**src/rtl/wb_pkg.sv**
```systemverilog
// Shared types and constants for the writeback arbiter: the queued MDU result
// record and the register-file geometry.
package wb_pkg;

    localparam int WB_DATA_W = 32;
    localparam int NREGS = 32;
    localparam logic [4:0] REG_ZERO = 5'd0;

    typedef struct packed {
        logic                 fp;
        logic [4:0]           rd;
        logic [WB_DATA_W-1:0] data;
    } wb_req_t;

    // One-hot decode of a destination register, used to build the busy vectors.
    function automatic logic [NREGS-1:0] rd_onehot(input logic [4:0] rd);
        logic [NREGS-1:0] vec;
        vec = '0;
        vec[rd] = 1'b1;
        return vec;
    endfunction

endpackage

```
**src/rtl/wb_arbiter_if.sv**
```systemverilog
// Bundle of execute-side results, register-file write ports and busy vectors
// seen by the writeback arbiter.
interface wb_arbiter_if #(
    parameter int DATA_W = 32
) ();
    import wb_pkg::*;

    logic              alu_valid;
    logic              alu_fp;
    logic [4:0]        alu_rd;
    logic [DATA_W-1:0] alu_data;

    logic              mdu_valid;
    logic              mdu_ready;
    logic              mdu_fp;
    logic [4:0]        mdu_rd;
    logic [DATA_W-1:0] mdu_data;

    logic              int_reg_write;
    logic [4:0]        int_rd;
    logic [DATA_W-1:0] int_write_data;

    logic              fp_reg_write;
    logic [4:0]        fp_rd;
    logic [DATA_W-1:0] fp_write_data;

    logic [NREGS-1:0]  busy_int;
    logic [NREGS-1:0]  busy_fp;

    // The arbiter side.
    modport slave (
        input  alu_valid, alu_fp, alu_rd, alu_data,
        input  mdu_valid, mdu_fp, mdu_rd, mdu_data,
        output mdu_ready,
        output int_reg_write, int_rd, int_write_data,
        output fp_reg_write, fp_rd, fp_write_data,
        output busy_int, busy_fp
    );

    // The execute stages / register files side.
    modport master (
        output alu_valid, alu_fp, alu_rd, alu_data,
        output mdu_valid, mdu_fp, mdu_rd, mdu_data,
        input  mdu_ready,
        input  int_reg_write, int_rd, int_write_data,
        input  fp_reg_write, fp_rd, fp_write_data,
        input  busy_int, busy_fp
    );

endinterface

```
**src/rtl/wb_fifo.sv**
```systemverilog
// Small in-order FIFO for queued MDU results; exposes its storage and per-entry
// valid bits so the parent can see every pending destination at once.
module wb_fifo #(
    parameter int  DEPTH = 2,
    parameter type T     = logic,
    localparam int PW    = $clog2(DEPTH),
    localparam int CW    = PW + 1
) (
    input  logic          clk,
    input  logic          rst_n,
    input  logic          push_i,
    input  logic          pop_i,
    input  T              data_i,
    output T              head_o,
    output logic          full_o,
    output logic          empty_o,
    output logic [CW-1:0] count_o,
    output T              entries_o [DEPTH],
    output logic [DEPTH-1:0] valid_o
);

    T              mem_q [DEPTH];
    logic [PW-1:0] wrPtr_q, wrPtr_d;
    logic [PW-1:0] rdPtr_q, rdPtr_d;
    logic [CW-1:0] count_q, count_d;
    logic          pushEn;
    logic          popEn;

    assign full_o  = (count_q == CW'(DEPTH));
    assign empty_o = (count_q == '0);
    assign count_o = count_q;
    assign head_o  = mem_q[rdPtr_q];
    assign entries_o = mem_q;

    assign pushEn = push_i && !full_o;
    assign popEn  = pop_i && !empty_o;

    always_comb begin
        wrPtr_d = wrPtr_q;
        rdPtr_d = rdPtr_q;
        count_d = count_q;
        if (pushEn) begin
            wrPtr_d = wrPtr_q + PW'(1);
        end
        if (popEn) begin
            rdPtr_d = rdPtr_q + PW'(1);
        end
        case ({pushEn, popEn})
            2'b10:   count_d = count_q + CW'(1);
            2'b01:   count_d = count_q - CW'(1);
            default: count_d = count_q;
        endcase
    end

    // Entry i is live when its distance from the read pointer is below the count.
    always_comb begin
        logic [PW-1:0] offs;
        offs = '0;
        valid_o = '0;
        for (int i = 0; i < DEPTH; i++) begin
            offs = PW'(i) - rdPtr_q;
            valid_o[i] = (CW'(offs) < count_q);
        end
    end

    always_ff @(posedge clk) begin
        if (pushEn) begin
            mem_q[wrPtr_q] <= data_i;
        end
    end

    always_ff @(posedge clk or negedge rst_n) begin
        if (!rst_n) begin
            wrPtr_q <= '0;
            rdPtr_q <= '0;
            count_q <= '0;
        end else begin
            wrPtr_q <= wrPtr_d;
            rdPtr_q <= rdPtr_d;
            count_q <= count_d;
        end
    end

endmodule

```
**src/rtl/wb_arbiter.sv**
```systemverilog
// Merges single-cycle ALU results and queued MDU results onto the integer and
// float register-file write ports, with pending-write busy vectors for issue.
module wb_arbiter
    import wb_pkg::*;
#(
    parameter int DEPTH  = 2,
    parameter int DATA_W = WB_DATA_W
) (
    input  logic         clk,
    input  logic         rst_n,
    wb_arbiter_if.slave  bus
);

    localparam int CW = $clog2(DEPTH) + 1;

    wb_req_t          mduReq;
    wb_req_t          headReq;
    wb_req_t          entries [DEPTH];
    logic [DEPTH-1:0] entryValid;
    logic             fifoFull;
    logic             fifoEmpty;
    logic [CW-1:0]    fifoCount;
    logic             mduReady;
    logic             push;
    logic             pop;

    logic             aluInt, aluFp;
    logic             headInt, headFp;

    logic              intWrite_q, intWrite_d;
    logic [4:0]        intRd_q, intRd_d;
    logic [DATA_W-1:0] intData_q, intData_d;
    logic              fpWrite_q, fpWrite_d;
    logic [4:0]        fpRd_q, fpRd_d;
    logic [DATA_W-1:0] fpData_q, fpData_d;

    logic [NREGS-1:0]  busyInt;
    logic [NREGS-1:0]  busyFp;

    // Ready looks only at the registered count, so a same-cycle pop never frees a slot early.
    assign mduReady = rst_n && (fifoCount < CW'(DEPTH));
    assign push     = bus.mdu_valid && mduReady && !fifoFull;

    assign mduReq = '{fp: bus.mdu_fp, rd: bus.mdu_rd, data: bus.mdu_data};

    wb_fifo #(
        .DEPTH (DEPTH),
        .T     (wb_req_t)
    ) u_fifo (
        .clk       (clk),
        .rst_n     (rst_n),
        .push_i    (push),
        .pop_i     (pop),
        .data_i    (mduReq),
        .head_o    (headReq),
        .full_o    (fifoFull),
        .empty_o   (fifoEmpty),
        .count_o   (fifoCount),
        .entries_o (entries),
        .valid_o   (entryValid)
    );

    assign aluInt  = bus.alu_valid && !bus.alu_fp;
    assign aluFp   = bus.alu_valid && bus.alu_fp;
    assign headInt = !fifoEmpty && !headReq.fp;
    assign headFp  = !fifoEmpty && headReq.fp;

    // Each port independently prefers the ALU; the head drains through whichever port it targets if free.
    always_comb begin
        intWrite_d = 1'b0;
        intRd_d    = intRd_q;
        intData_d  = intData_q;
        fpWrite_d  = 1'b0;
        fpRd_d     = fpRd_q;
        fpData_d   = fpData_q;
        pop        = 1'b0;

        if (aluInt) begin
            intWrite_d = (bus.alu_rd != REG_ZERO);
            intRd_d    = bus.alu_rd;
            intData_d  = bus.alu_data;
        end else if (headInt) begin
            intWrite_d = (headReq.rd != REG_ZERO);
            intRd_d    = headReq.rd;
            intData_d  = headReq.data;
            pop        = 1'b1;
        end

        if (aluFp) begin
            fpWrite_d = 1'b1;
            fpRd_d    = bus.alu_rd;
            fpData_d  = bus.alu_data;
        end else if (headFp) begin
            fpWrite_d = 1'b1;
            fpRd_d    = headReq.rd;
            fpData_d  = headReq.data;
            pop       = 1'b1;
        end
    end

    // Integer x0 is never really written, so it is never reported busy either.
    always_comb begin
        busyInt = '0;
        busyFp  = '0;
        for (int i = 0; i < DEPTH; i++) begin
            if (entryValid[i]) begin
                if (entries[i].fp) begin
                    busyFp = busyFp | rd_onehot(entries[i].rd);
                end else if (entries[i].rd != REG_ZERO) begin
                    busyInt = busyInt | rd_onehot(entries[i].rd);
                end
            end
        end
    end

    always_ff @(posedge clk or negedge rst_n) begin
        if (!rst_n) begin
            intWrite_q <= 1'b0;
            intRd_q    <= '0;
            intData_q  <= '0;
            fpWrite_q  <= 1'b0;
            fpRd_q     <= '0;
            fpData_q   <= '0;
        end else begin
            intWrite_q <= intWrite_d;
            intRd_q    <= intRd_d;
            intData_q  <= intData_d;
            fpWrite_q  <= fpWrite_d;
            fpRd_q     <= fpRd_d;
            fpData_q   <= fpData_d;
        end
    end

    assign bus.mdu_ready      = mduReady;
    assign bus.int_reg_write  = intWrite_q;
    assign bus.int_rd         = intRd_q;
    assign bus.int_write_data = intData_q;
    assign bus.fp_reg_write   = fpWrite_q;
    assign bus.fp_rd          = fpRd_q;
    assign bus.fp_write_data  = fpData_q;
    assign bus.busy_int       = busyInt;
    assign bus.busy_fp        = busyFp;

endmodule

```
**src/flat_wrapper.sv**
```systemverilog
// flat-port wrapper written by rule: the top's interface ports become plain ports
module wb_arbiter_flat import wb_pkg::*;
#(
    parameter int DEPTH  = 2,
    parameter int DATA_W = WB_DATA_W
)
  (clk, rst_n, bus_alu_valid, bus_alu_fp, bus_alu_rd, bus_alu_data, bus_mdu_valid, bus_mdu_fp, bus_mdu_rd, bus_mdu_data, bus_mdu_ready, bus_int_reg_write, bus_int_rd, bus_int_write_data, bus_fp_reg_write, bus_fp_rd, bus_fp_write_data, bus_busy_int, bus_busy_fp);
  wb_arbiter_if #(.DATA_W(DATA_W)) bus_i ();
  input  logic clk;
  input  logic rst_n;
  input wire logic [$bits(bus_i.alu_valid)-1:0] bus_alu_valid;
  input wire logic [$bits(bus_i.alu_fp)-1:0] bus_alu_fp;
  input wire logic [$bits(bus_i.alu_rd)-1:0] bus_alu_rd;
  input wire logic [$bits(bus_i.alu_data)-1:0] bus_alu_data;
  input wire logic [$bits(bus_i.mdu_valid)-1:0] bus_mdu_valid;
  input wire logic [$bits(bus_i.mdu_fp)-1:0] bus_mdu_fp;
  input wire logic [$bits(bus_i.mdu_rd)-1:0] bus_mdu_rd;
  input wire logic [$bits(bus_i.mdu_data)-1:0] bus_mdu_data;
  output wire logic [$bits(bus_i.mdu_ready)-1:0] bus_mdu_ready;
  output wire logic [$bits(bus_i.int_reg_write)-1:0] bus_int_reg_write;
  output wire logic [$bits(bus_i.int_rd)-1:0] bus_int_rd;
  output wire logic [$bits(bus_i.int_write_data)-1:0] bus_int_write_data;
  output wire logic [$bits(bus_i.fp_reg_write)-1:0] bus_fp_reg_write;
  output wire logic [$bits(bus_i.fp_rd)-1:0] bus_fp_rd;
  output wire logic [$bits(bus_i.fp_write_data)-1:0] bus_fp_write_data;
  output wire logic [$bits(bus_i.busy_int)-1:0] bus_busy_int;
  output wire logic [$bits(bus_i.busy_fp)-1:0] bus_busy_fp;
  assign bus_i.alu_valid = bus_alu_valid;
  assign bus_i.alu_fp = bus_alu_fp;
  assign bus_i.alu_rd = bus_alu_rd;
  assign bus_i.alu_data = bus_alu_data;
  assign bus_i.mdu_valid = bus_mdu_valid;
  assign bus_i.mdu_fp = bus_mdu_fp;
  assign bus_i.mdu_rd = bus_mdu_rd;
  assign bus_i.mdu_data = bus_mdu_data;
  assign bus_mdu_ready = bus_i.mdu_ready;
  assign bus_int_reg_write = bus_i.int_reg_write;
  assign bus_int_rd = bus_i.int_rd;
  assign bus_int_write_data = bus_i.int_write_data;
  assign bus_fp_reg_write = bus_i.fp_reg_write;
  assign bus_fp_rd = bus_i.fp_rd;
  assign bus_fp_write_data = bus_i.fp_write_data;
  assign bus_busy_int = bus_i.busy_int;
  assign bus_busy_fp = bus_i.busy_fp;
  wb_arbiter #(.DEPTH(DEPTH), .DATA_W(DATA_W)) u_core (.clk(clk), .rst_n(rst_n), .bus(bus_i));
endmodule
```
**config.mk**
```make
export PLATFORM = sky130hd
export DESIGN_NAME = wb_arbiter_flat
export DESIGN_NICKNAME = d
export VERILOG_FILES = /design/src/rtl/wb_pkg.sv /design/src/rtl/wb_arbiter_if.sv /design/src/rtl/wb_fifo.sv /design/src/rtl/wb_arbiter.sv /design/src/flat_wrapper.sv
export SDC_FILE = /design/constraint.sdc
export NUM_CORES = 1
export LEC_CHECK = 0
export ABC_AREA = 1
export CORE_ASPECT_RATIO = 0.9
export CORE_UTILIZATION = 44
export DETAILED_ROUTE_END_ITERATION = 6
export PLACE_DENSITY = 0.79
export SYNTH_ARGS = -nofsm -noshare
export SYNTH_HDL_FRONTEND = slang
export SYNTH_SLANG_ARGS = --single-unit
```
**constraint.sdc**
```tcl
create_clock -name clk -period 4.5 [get_ports clk]
set_clock_uncertainty 0.15 [all_clocks]
set_input_delay 1.125 -clock clk [delete_from_list [all_inputs] [get_ports clk]]
set_output_delay 1.125 -clock clk [all_outputs]
set_load 0.03 [all_outputs]
```
==> summary by stage <==
Synthesis
The instance count of the mapped netlist is 978. Of the total synthesized cell area, the portion taken by full adders, half adders and majority gates is less than 1%. The post-synthesis area per instance is a little under 8 um2. The area fraction in compound gates after synthesis is 11.8%.

The Yosys step of the flow raised 0 warnings. Multiplexer cells account for 0% of the synthesized area. The synthesized-area fraction occupied by and/or/nand/nor cells is roughly a quarter. The count of state elements after synthesis is ~160. The main combinational cell family by area after synthesis is simple AND/OR/NAND/NOR gates. Summing every instance area after synthesis gives 7770 um2. The number of nets in the synthesized netlist is 1,059. The fraction of synthesized cell area in xor and xnor cells is 0.338%. The register area share after synthesis is 55.1%. The number of distinct library cells after synthesis is 24.

Routing
The average wire per standard cell is 15.8 um. After detailed routing, the number of vias per cell comes to 5.05. The detailed-route via count is 7,182.

For this block, the initial DRC count from the detailed router was 658. The DRC violation count after routing is 0. The count of nets left with antenna violations after detail routing is 0.

The first TritonRoute pass finished after 5 iterations. The post-detailed-routing wire length is 22.5 mm.

STA
The shortest clock period the worst path allows after layout is about 4 ns. Setup repair after global routing left no endpoint under its margin. After routing, the total negative slack on setup checks comes to 0 ns. The remaining max-slew budget at the tightest pin is 26.0%.

The total count of max-transition violations in the final report was 0. The maximum operating frequency is 0.245 GHz. The final-report hold violation count is 0. The final critical path takes up 90.7% of the cycle. The final worst-path setup slack is 0.419 ns. At the pin with the least slew margin, the transition time is 1.11 ns. The count of endpoints failing setup in the final report is 0.

Clock tree
At the later pin of the worst-skew pair, clock insertion delay measures 0.42 ns. The tree is rooted in a sky130_fd_sc_hd__clkbuf_16. CTS saw roughly 160 sinks.

The maximum count of clock buffers along a single path is 2. The number of resized instances in the post-cts repair step is 0. TritonCTS built the clock tree. The number of setup buffers added after CTS is 0. The number of hold-repair buffers added at the cts stage is 0. The CTS H-tree depth is 4. The CTS buffer count is 17.

The clock edge transition at the registers on the reported setup and hold paths is 0.06 ns.

Pwr
The highest ir drop seen on vdd is 328 uV. The switching power summed over all nets is 2.82 mW. Power spread over the standard cell area amounts to about 620 nW/um2.

The switching power share of the total is between 40% and 50%. In this run, the clock network consumes 20.3% of the power. The logic gate share of total power is 46.5%. Sequential cells burn 33.1% of the power.

Cell internal power was estimated by the tool at around 3.8 mW. The leakage component of the power is 4.44 nW.

Critical path
STA classifies the critical path endpoint as an output pin. The data arrival time of the critical path is 2.81 ns. The worst setup path is launched from a flop. The signal on the critical path passes through inv_1 -> o21ai_1 -> nand2_1 -> inv_1 -> nand2_1 -> o21ai_0 -> clkdlybuf4s50_1.

The largest single stage delay on the critical path is 0.72 ns. Setup slack on the worst reg-to-reg path comes out at between 2 and 2.5 ns. The highest net fanout along the worst path is 30. The category of the critical setup timing path is flop to output pin.

The worst-path cell with the longest stage delay is sky130_fd_sc_hd__clkdlybuf4s50_1. For the worst setup path, the data required time is 3.22 ns.

Min path
The worst hold path belongs to the class flop to flop.

Placed design
The worst setup slack after placement is 0.908 ns. In this run the tool buffered the top-level ports with around 220 buffer cells. After legalization and detailed placement, the total HPWL measured around 16 mm. The congestion estimate from routability-driven global placement came to between 0.8 and 0.9.

Die
The number of top-level pins is between 200 and 250. The height of the die is approximately 130 um. The core region is 17,100 um2.

The floorplan has 45 rows. The full die area is 18,200 um2. The chip width is 142 um.

The initial cell density of the core is 45.6%.

Finish
For this run, the post-layout net count is roughly 1,300. In the layout the commonest cells are sky130_fd_sc_hd__nand2_1 (457), sky130_fd_sc_hd__clkdlybuf4s50_1 (218), sky130_fd_sc_hd__o21ai_0 (156), sky130_fd_sc_hd__dfrtp_1 (79), sky130_fd_sc_hd__edfxtp_1 (76). Summing all flip-flop and latch instances after layout gives 4290 um2. The commonest non-fill, non-tap cell in the layout is sky130_fd_sc_hd__nand2_1. The area growth from synthesis to layout is 36.5%. Summing all multi-input logic gate instances after layout gives between 2000 and 3000 um2. The number of filler instances in the final layout is 1,488. The share of final-layout standard cells stronger than drive strength 1 is 4.22%.

Outcome
The run finished with clean final reports.

Run
The max-capacitance violation count is 0.

Global routing
The maximum number of pins on one net before global-route repair is 76. The first global-routing pass estimated 35.3 mm of wire. The initial antenna violation count is 2. The via count of the first global-routing pass was 6,604. Global routing finished with a remaining overflow of 0. Across every metal layer, demand over resource in global routing totals about a quarter.
Yosys cell counts, drive strengths merged:
cell / count / area share [%]
a21oi: 2 / 0.27
buf: 33 / 2.9
clkbuf: 18 / 0.87
conb: 1 / 0.048
dfrtp: 80 / 26
edfxtp: 76 / 29
ha: 1 / 0.16
inv: 63 / 3.0
nand2: 457 / 22
nand3: 15 / 0.97
nor2: 43 / 2.1
nor3: 7 / 0.45
o21ai: 178 / 12
or2: 1 / 0.081
xnor2: 1 / 0.11
xor2: 2 / 0.23
sequential cells by signal, summed over array words and instances (netlist names):
signal,cells
u_core.bus.fp_write_data,32
u_core.u_fifo.count_o,2
u_core.bus.int_reg_write,1
u_core.bus.fp_reg_write,1
u_core.bus.fp_rd,5
u_core.u_fifo.rdPtr_q,1
u_core.bus.int_rd,5
u_core.u_fifo.wrPtr_q,1
u_core.u_fifo.entries_o,76
u_core.bus.int_write_data,32
power by group through the flow:
stage	sequential [mW]	clock [mW]	combinational, mW
final	2.19	1.34	3.07
after global routing	2.24	1.43	3.33
after CTS	2.19	1.36	3.08
after detailed placement	2.21	0	3.07
after global placement	2.20	0	3.02
after floorplan	2.86	0	1.23
cells by family after synthesis:
logic type                 after synthesis
AOI/OAI and AO/OA                      180
buffers and inverters                  114
other                                    1
xor gates and xnor gates                 3
and+or+nand+nor                        523
DFF                                    156
adders and majority gates                1
metal layers:
layer / GRT usage (%) / vias to the layer above / routed length (um)
li1: - / 3531 / -
met1: 36.6 / 3300 / 10300
met2: 39.0 / 321 / 10100
met3: 5.04 / 30 / 1740
met4: 7.84 / 0 / 426
met5: 0 / - / 0
area by class of cell:
cell class / count / share of cell area [%]
Multi-Input combinational cell: 708 / 28.2
Sequential cell: 156 / 40.4
Antenna cell: 2 / 0.0472
Inverter: 63 / 2.23
Tap cell: 235 / 2.77
Clock inverter: 9 / 0.825
Clock buffer: 22 / 4.39
Timing Repair Buffer: 227 / 21.2
final timing paths:
check,start,cells after the start,to
min reg2reg,u_core.bus.int_rd[1],2,u_core.bus.int_rd[1]
min,u_core.bus.int_rd[1],2,u_core.bus.int_rd[1]
max,u_core.u_fifo.count_o[0],7,bus_busy_int[6]
max in group asynchronous,rst_n,3,u_core.bus.int_write_data[19]
max reg2reg,u_core.u_fifo.rdPtr_q,6,u_core.bus.fp_rd[0]
min in group asynchronous,rst_n,2,u_core.bus.fp_write_data[27]
per-stage QoR:
stage / cell area (um2) / util (%) / power, mW / hold WS (ns) / instances
after floorplan: 7770 / - / 4.09 / 0.369 / 978
after CTS: 10600 / 62.2 / 6.63 / 0.321 / 1420
after global placement: 10100 / 58.9 / 5.22 / 0.304 / 1389
final: 10600 / 62.2 / 6.60 / 0.318 / 1422
after detailed placement: 10100 / 58.9 / 5.28 / 0.307 / 1389
after global routing: 10600 / 62.2 / 7.00 / 0.341 / 1421
critical path, delay by kind of cell (launching register included):
family,cells,cell delay (ns)
AND/OR/NAND/NOR,2,0.21
flip-flops,1,0.44
AO/OA/AOI/OAI,2,0.28
buffers and inverters,3,1.45
Note: power is estimated with default switching activity, not from simulation.
